### src/rtl/stream_pkg.sv
// Shared stream types and helpers for the dup/map fan-out slice.
package stream_pkg;

  localparam int unsigned STREAM_WIDTH = 8;

  typedef logic signed [STREAM_WIDTH-1:0] stream_elem_t;

  // Map-op encoding; only ADD exists today, other codes are reserved.
  localparam logic [1:0] MAP_OP_ADD = 2'd0;

  function automatic int unsigned clog2(input int unsigned value);
    int unsigned r;
    r = 0;
    for (int unsigned i = 0; i < 32; i++) begin
      if ((32'd1 << i) < value) r = i + 1;
    end
    return r;
  endfunction

endpackage

### src/rtl/stream_fifo.sv
// Single-clock FIFO with valid/ready on both sides and a registered count.
// DEPTH must be a power of two; pointers wrap naturally, count separates full from empty.
module stream_fifo
  import stream_pkg::*;
#(
  parameter int unsigned WIDTH = 8,
  parameter int unsigned DEPTH = 4
) (
  input  logic                        clk,
  input  logic                        nrst,
  input  logic                        push_valid,
  output logic                        push_ready,
  input  logic [WIDTH-1:0]            push_data,
  output logic                        pop_valid,
  input  logic                        pop_ready,
  output logic [WIDTH-1:0]            pop_data,
  output logic [clog2(DEPTH+1)-1:0]   count
);

  localparam int unsigned AW = clog2(DEPTH);
  localparam int unsigned CW = clog2(DEPTH + 1);

  logic [WIDTH-1:0] mem_q [DEPTH];
  logic [AW-1:0]    wr_ptr_q, wr_ptr_d;
  logic [AW-1:0]    rd_ptr_q, rd_ptr_d;
  logic [CW-1:0]    count_q, count_d;
  logic             do_push, do_pop;

  always_comb begin
    push_ready = (count_q < CW'(DEPTH));
    pop_valid  = (count_q != '0);
    do_push    = push_valid && push_ready;
    do_pop     = pop_valid && pop_ready;
    wr_ptr_d   = wr_ptr_q + AW'(do_push);
    rd_ptr_d   = rd_ptr_q + AW'(do_pop);
    count_d    = count_q;
    if (do_push && !do_pop) begin
      count_d = count_q + CW'(1);
    end else if (do_pop && !do_push) begin
      count_d = count_q - CW'(1);
    end
  end

  always_ff @(posedge clk or negedge nrst) begin
    if (!nrst) begin
      wr_ptr_q <= '0;
      rd_ptr_q <= '0;
      count_q  <= '0;
    end else begin
      wr_ptr_q <= wr_ptr_d;
      rd_ptr_q <= rd_ptr_d;
      count_q  <= count_d;
    end
  end

  // Storage is deliberately left out of reset; only pointers and count clear.
  always_ff @(posedge clk) begin
    if (do_push) mem_q[wr_ptr_q] <= push_data;
  end

  assign pop_data = mem_q[rd_ptr_q];
  assign count    = count_q;

endmodule

### src/rtl/stream_dup_map_n.sv
// Fan-out stage: each accepted element goes to every channel as sIn + k[c], one FIFO per channel.
// STREAM_DUP_MAP_SAT_EN selects signed saturating add; otherwise the add wraps.
module stream_dup_map_n
  import stream_pkg::*;
#(
  parameter int unsigned WIDTH    = 8,
  parameter int unsigned CHANNELS = 2,
  parameter int unsigned DEPTH    = 4
) (
  input  logic                                  clk,
  input  logic                                  nrst,
  input  logic [WIDTH-1:0]                      sIn,
  input  logic                                  sIn_valid,
  output logic                                  sIn_ready,
  input  logic [CHANNELS*WIDTH-1:0]             k,
  output logic [CHANNELS*WIDTH-1:0]             sOut,
  output logic [CHANNELS-1:0]                   sOut_valid,
  input  logic [CHANNELS-1:0]                   sOut_ready,
  output logic [CHANNELS*clog2(DEPTH+1)-1:0]    occupancy
);

  localparam int unsigned CW = clog2(DEPTH + 1);

  logic [CHANNELS-1:0] ch_ready;
  logic                push;

  // All-or-nothing fan-out: accept only when every channel has room.
  assign sIn_ready = &ch_ready;
  assign push      = sIn_valid && sIn_ready;

  for (genvar c = 0; c < CHANNELS; c++) begin : g_ch
    logic [WIDTH-1:0] addend;
    logic [WIDTH-1:0] mapped;

    assign addend = k[c*WIDTH +: WIDTH];

`ifdef STREAM_DUP_MAP_SAT_EN
    logic [WIDTH:0] sum;
    always_comb begin
      sum = {sIn[WIDTH-1], sIn} + {addend[WIDTH-1], addend};
      if (sum[WIDTH] != sum[WIDTH-1]) begin
        mapped = sum[WIDTH] ? {1'b1, {(WIDTH-1){1'b0}}} : {1'b0, {(WIDTH-1){1'b1}}};
      end else begin
        mapped = sum[WIDTH-1:0];
      end
    end
`else
    always_comb begin
      mapped = sIn + addend;
    end
`endif

    stream_fifo #(
      .WIDTH (WIDTH),
      .DEPTH (DEPTH)
    ) u_fifo (
      .clk        (clk),
      .nrst       (nrst),
      .push_valid (push),
      .push_ready (ch_ready[c]),
      .push_data  (mapped),
      .pop_valid  (sOut_valid[c]),
      .pop_ready  (sOut_ready[c]),
      .pop_data   (sOut[c*WIDTH +: WIDTH]),
      .count      (occupancy[c*CW +: CW])
    );
  end

endmodule

### config.mk
export PLATFORM = sky130hd
export DESIGN_NAME = stream_dup_map_n
export DESIGN_NICKNAME = d
export VERILOG_FILES = /design/src/rtl/stream_pkg.sv /design/src/rtl/stream_fifo.sv /design/src/rtl/stream_dup_map_n.sv
export SDC_FILE = /design/constraint.sdc
export NUM_CORES = 1
export LEC_CHECK = 0
export BUFFER_PORTS_ARGS = -buffer_cell sky130_fd_sc_hd__buf_4
export CORE_AREA = 3 3 90 92
export CTS_BUF_LIST = sky130_fd_sc_hd__clkbuf_8 sky130_fd_sc_hd__clkbuf_16
export CTS_CLUSTER_DIAMETER = 100
export DETAILED_ROUTE_END_ITERATION = 7
export DIE_AREA = 0 0 93 95
export GPL_TIMING_DRIVEN = 0
export PLACE_DENSITY = 0.73
export SYNTH_ARGS = -nofsm -noshare
export SYNTH_HDL_FRONTEND = slang
export SYNTH_SLANG_ARGS = --single-unit
### constraint.sdc
create_clock -name clk -period 3.08 [get_ports clk]
set_input_delay 0.462 -clock clk [delete_from_list [all_inputs] [get_ports clk]]
set_output_delay 0.462 -clock clk [all_outputs]
set_load 0.02 [all_outputs]
# == Yosys cells after proc, flatten, opt, wreduce, memory -nomap -nowiden ==
# Memories as Yosys holds them, arrays and structs flattened.
# Cells that the tools add are included.
# op_classes
add_sub_neg,10
magnitude_cmp,2
n_mux,8
reduce_logical,18
# ops
operator,n
8-bit adder,2
3-bit 2-to-1 mux,4
1-bit logical AND,9
2-bit by 1-bit adder with 2-bit output,4
3-bit by 1-bit adder with 3-bit output (second input constant),2
3-bit < comparator (second input constant),2
3-bit nonzero test,2
3-bit by 1-bit subtractor with 3-bit output (second input constant),2
1-bit logical NOT,4
1-bit 2-to-1 mux,4
2-bit nonzero test,2
2-bit AND reduction,1
# totals
regBits,14
ramBits,64
input_bits,29
mem_count,2
# memory_table
name,depth,word_bits,rd,rd_ports_with_merged_regs,write_ports,line_no,rtl
g_ch[0].u_fifo.mem_q,4,8,1,0,1,stream_fifo.sv:23,logic [WIDTH-1:0] mem_q [DEPTH];
g_ch[1].u_fifo.mem_q,4,8,1,0,1,stream_fifo.sv:23,

# == Depth between registers and ports, before layout ==
# depth
word_depth,8
mapped_depth,9
depth_no_buf,9

# == By module ==
# A second synthesis with hierarchy kept.
# unflattened
cells_unflattened,225
area_unflattened_um2,3641.0
# by_module_without_submodules
module,instances,cells_each,area_per_inst_um2
stream_fifo,2,71,1506.4
stream_dup_map_n,1,83,628.1

# == Least setup slack after synthesis ==
# Ideal clock, no wire load.
# synth_timing
kind,register -> register
from,register g_ch[0].u_fifo.count_q[2]
to,register g_ch[0].u_fifo.count_q[2]
setup_time_ns,0.080
arrival_ns,2.153
path_slack_ns,0.847
path_stages_with_launch,10
n_path_buf,0
period_less_slack_ns,2.233
path_cell_list,dfrtp_1 -> nor2_1 -> nand2_1 -> inv_1 -> ha_1 -> inv_1 -> fa_1 -> xor2_1 -> nor2_1 -> xor2_1
# synth_between
elab_chain_len,7
elab_cells_between_ends,15
# synth_lines
element,line_no,rtl
"start, declared",stream_fifo.sv:26,"logic [CW-1:0] count_q, count_d;"
"start signal, assigned",stream_fifo.sv:52,count_q <= count_d;
3-bit < comparator (*),stream_fifo.sv:30,push_ready = (count_q < CW'(DEPTH));
2-bit AND reduction (*),stream_dup_map_n.sv:28,assign sIn_ready = &ch_ready;
via sIn_ready,stream_dup_map_n.sv:14,"output logic sIn_ready,"
1-bit logical AND (*),stream_dup_map_n.sv:29,assign push = sIn_valid && sIn_ready;
1-bit logical AND (*),stream_fifo.sv:32,do_push = push_valid && push_ready;
1-bit logical NOT,stream_fifo.sv:39,end else if (do_pop && !do_push) begin
1-bit logical AND,stream_fifo.sv:39,
2-bit nonzero test (no line),n/a,
# The timed path passes the listed nets; every way through them passes the cells marked *. The select of a mux whose other input is x is not followed.
# A chain may end at the register's enable or synchronous reset.

# == Final worst setup path ==
# layout_timing
from,register g_ch[0].u_fifo.count_q[2]
to,register g_ch[0].u_fifo.count_q[2]
# layout_between
elab_chain_len,7
elab_cells_between_ends,15
# layout_lines
element,line_no
3-bit < comparator,stream_fifo.sv:30
2-bit AND reduction,stream_dup_map_n.sv:28
1-bit logical AND,stream_dup_map_n.sv:29
1-bit logical AND,stream_fifo.sv:32
1-bit logical NOT,stream_fifo.sv:39
1-bit logical AND,stream_fifo.sv:39
2-bit nonzero test (no line),n/a
# Parallel ways exist; a longest one is shown, timed or not. The select of a mux whose other input is x is not followed.

==> reports/qor.txt <==
Sink Count = 78
sequential area share after synthesis = 61.9%
Via Count = 2,164
max cap viols = 0
TritonCTS Buffers = 9
Placement Rows = 31
wirelength, routed = 6.93 mm
CP max stage cell = dfrtp_1
Final Non-Filler Cells = 401
Crit path max-delay family = adder cells
Multi-input gate area = 1310 um^2
Critical Path Max Stage Delay = 0.42 ns
initial DRC count = 104
Finished Cell Area = 4440 um^2
syn_area_per_cell = 16.0 um^2
R2R cell count = 9
critical path depth = 9
Max VDD drop = 0.501 mV
Skew-Pair Late Insertion Delay = 0.35 ns
synth top area cells = edfxtp_1 52%, mux4_2 9.8%, dfrtp_1 9.5%, ha_1 6.8%, xor2_1 2.9%
CTS tree = yes
setup_tns = 0 ns
status = finished, final reports clean
syn nets = 283
crit path DAT = 2.37 ns
nets = 350
placed cell count = 382
Pwr Density = 838 nW/um^2
CTS HTree Levels = 3
largest net degree at the start of global routing = 15
Slew @ Worst Pin = 1.19 ns
CP Max Fanout = 6
vias in the first global route = 2,237
GP Congestion = 0.814
Final ANT Viol Nets = 0
grt total ovfl = 0
Initial Util = 50.4%
Via density = 5.40
Pins Over Slew Limit = 0
final period utilization = 68.2%
worst slack, placed = 0.764 ns
CP Launch Type = register
worst clock skew = 0.00845 ns
Fin. Hold Viols = 0
Area Growth Syn to Fin = 20.8%
Synth top area share = 52.3%
Netlist cell types = 32
ant diodes = 0
Hold Path Depth = 4
Root Buffer Master = clkbuf_8
leading area contributor after synthesis = edfxtp_1
DP HPWL = 5.04 mm
Worst Hold Slack = 0.452 ns
core area = 7290 um^2
initial antenna violation count = 0
Syn Inst Count = 230
DRC = 0
# IOs = 54
Synthesis Warnings = 0
Crit path buffers/inverters = 2
post_cts resized = 0
CTS max path bufs = 2
most frequent cells in the layout = 64 x edfxtp_1, 57 x buf_4, 20 x ha_1, 16 x mux4_2, 15 x inv_1
Worst-path clk slew = 0.07 ns
Initial DRT Pass Iterations = 4
share of layout cells above drive strength 1 = 31.5%
maximum clock rate = 476 MHz
required time worst endpoint = 3.35 ns
critical path class = register to register
wire length per cell = 17.3 um
relative slew slack = 20.3%
LEAKAGE = 1.73 nW
RSZ-0062 raised after global routing = no
die height = 95 um
fillcell total = 589
Post-DP Area = 4190 um^2
commonest non-fill, non-tap cell in the layout = edfxtp_1
Setup violations, final = 0
register area = 2270 um^2
I/O Buffers = 53
first-pass GRT wire length = 11.3 mm
CP Cell Sequence = nor2_1, nand2_1, inv_1, ha_1, inv_1, fa_1, xor2_1, nor2_1, xor2_1
final worst slack = 0.978 ns
Seq cells post-synth = 78
gr usage total = 17.2%
min-delay worst type = input pin to register
Die ar. = 8840 um^2
Tmin final = 2.10 ns
CP endpoint kind = register
Die X = 93 um
Post-Syn Area = 3670 um^2
==> cell usage after synthesis (all sizes together) <==
cell type	number
dfrtp	14
nor2b	6
or3	2
o21ai	4
o311ai	3
nand2b	1
xnor2	6
a211oi	3
a311oi	1
nor3b	3
a21o	2
fa	4
buf	6
inv	14
mux4	16
ha	20
o211ai	7
and3b	1
a21oi	10
xor2	12
mux2	2
edfxtp	64
nor2	9
and3	2
nor3	4
o31a	2
nand2	8
o21a	2
o2bb2ai	2
==> final cells by class <==
class	count	share of cell area, %
Clock buffer	9	2.79
Tap cell	99	2.79
Clock inverter	7	2.03
Buffer	6	0.903
Sequential cell	78	51.2
Timing Repair Buffer	56	9.48
Multi-Input combinational cell	132	29.6
Inverter	14	1.18
==> logic make-up (layout without fill, tap and decap cells) <==
| kind of cell | Yosys count | count (layout) | share of synthesized area, % |
|---|---|---|---|
| AOI/OAI and AO/OA | 36 | 36 | 6.68 |
| xor gates and xnor gates | 18 | 18 | 4.29 |
| adders and majority gates | 24 | 24 | 8.99 |
| buffers and inverters | 20 | 92 | 2.52 |
| DFF | 78 | 78 | 61.9 |
| muxes | 18 | 18 | 10.4 |
| and+or+nand+nor | 36 | 36 | 5.21 |
==> layer usage <==
layer  track usage (%)  wire [um]  up-vias
li1                  -          -     1020
met1              22.1       2980     1058
met2              27.7       3330       72
met3              5.10        445       14
met4              7.08        177        0
met5                 0          0        -
==> repair_timing <==
item / 4_1_cts / 5_1_grt
setup buffers: 0 / 0
hold endpoints to repair: 14 / 0
hold buffers: 1 / 0
==> worst reg2reg max path: stages (launching register included) <==
cell	delay (ns)
dfrtp_1	0.42
nor2_1	0.15
nand2_1	0.18
inv_1	0.20
ha_1	0.21
inv_1	0.06
fa_1	0.38
xor2_1	0.15
nor2_1	0.11
xor2_1	0.16
==> final timing paths <==
path                                             from                         end  slack [ns]
max                           g_ch[0].u_fifo.count[2]     g_ch[0].u_fifo.count[2]        0.98
min                                     sOut_ready[1]  g_ch[1].u_fifo.rd_ptr_q[0]        0.45
max reg2reg                   g_ch[0].u_fifo.count[2]     g_ch[0].u_fifo.count[2]        0.98
min reg2reg                g_ch[1].u_fifo.rd_ptr_q[0]  g_ch[1].u_fifo.rd_ptr_q[0]        0.51
max in group asynchronous                        nrst  g_ch[0].u_fifo.rd_ptr_q[0]        2.42
min in group asynchronous                        nrst     g_ch[1].u_fifo.count[0]        0.50
==> where the power goes <==
| part | switching (W) | internal, W |
|---|---|---|
| Combinational | 0.000741 | 0.000680 |
| Clock | 0.000362 | 0.000452 |
| Sequential | 0.000112 | 0.00137 |
| Total | 0.00121 | 0.00250 |
==> flip-flops by register name (all words and copies together), names as in the netlist <==
| signal | count |
|---|---|
| g_ch.u_fifo.mem_q | 64 |
| g_ch.u_fifo.rd_ptr_q | 4 |
| g_ch.u_fifo.count | 6 |
| g_ch.u_fifo.wr_ptr_q | 4 |
==> metrics by stage <==
| stage | utilization (%) | power (W) |
|---|---|---|
| 3_5_place_dp | 57.5 | 0.00294 |
| 4_1_cts | 60.6 | 0.00376 |
| 2_1_floorplan | - | 0.00245 |
| 3_3_place_gp | 57.5 | 0.00290 |
| 5_1_grt | 60.8 | 0.00393 |
| 6_report | 60.8 | 0.00372 |
Note: power is estimated with default switching activity, not from simulation.
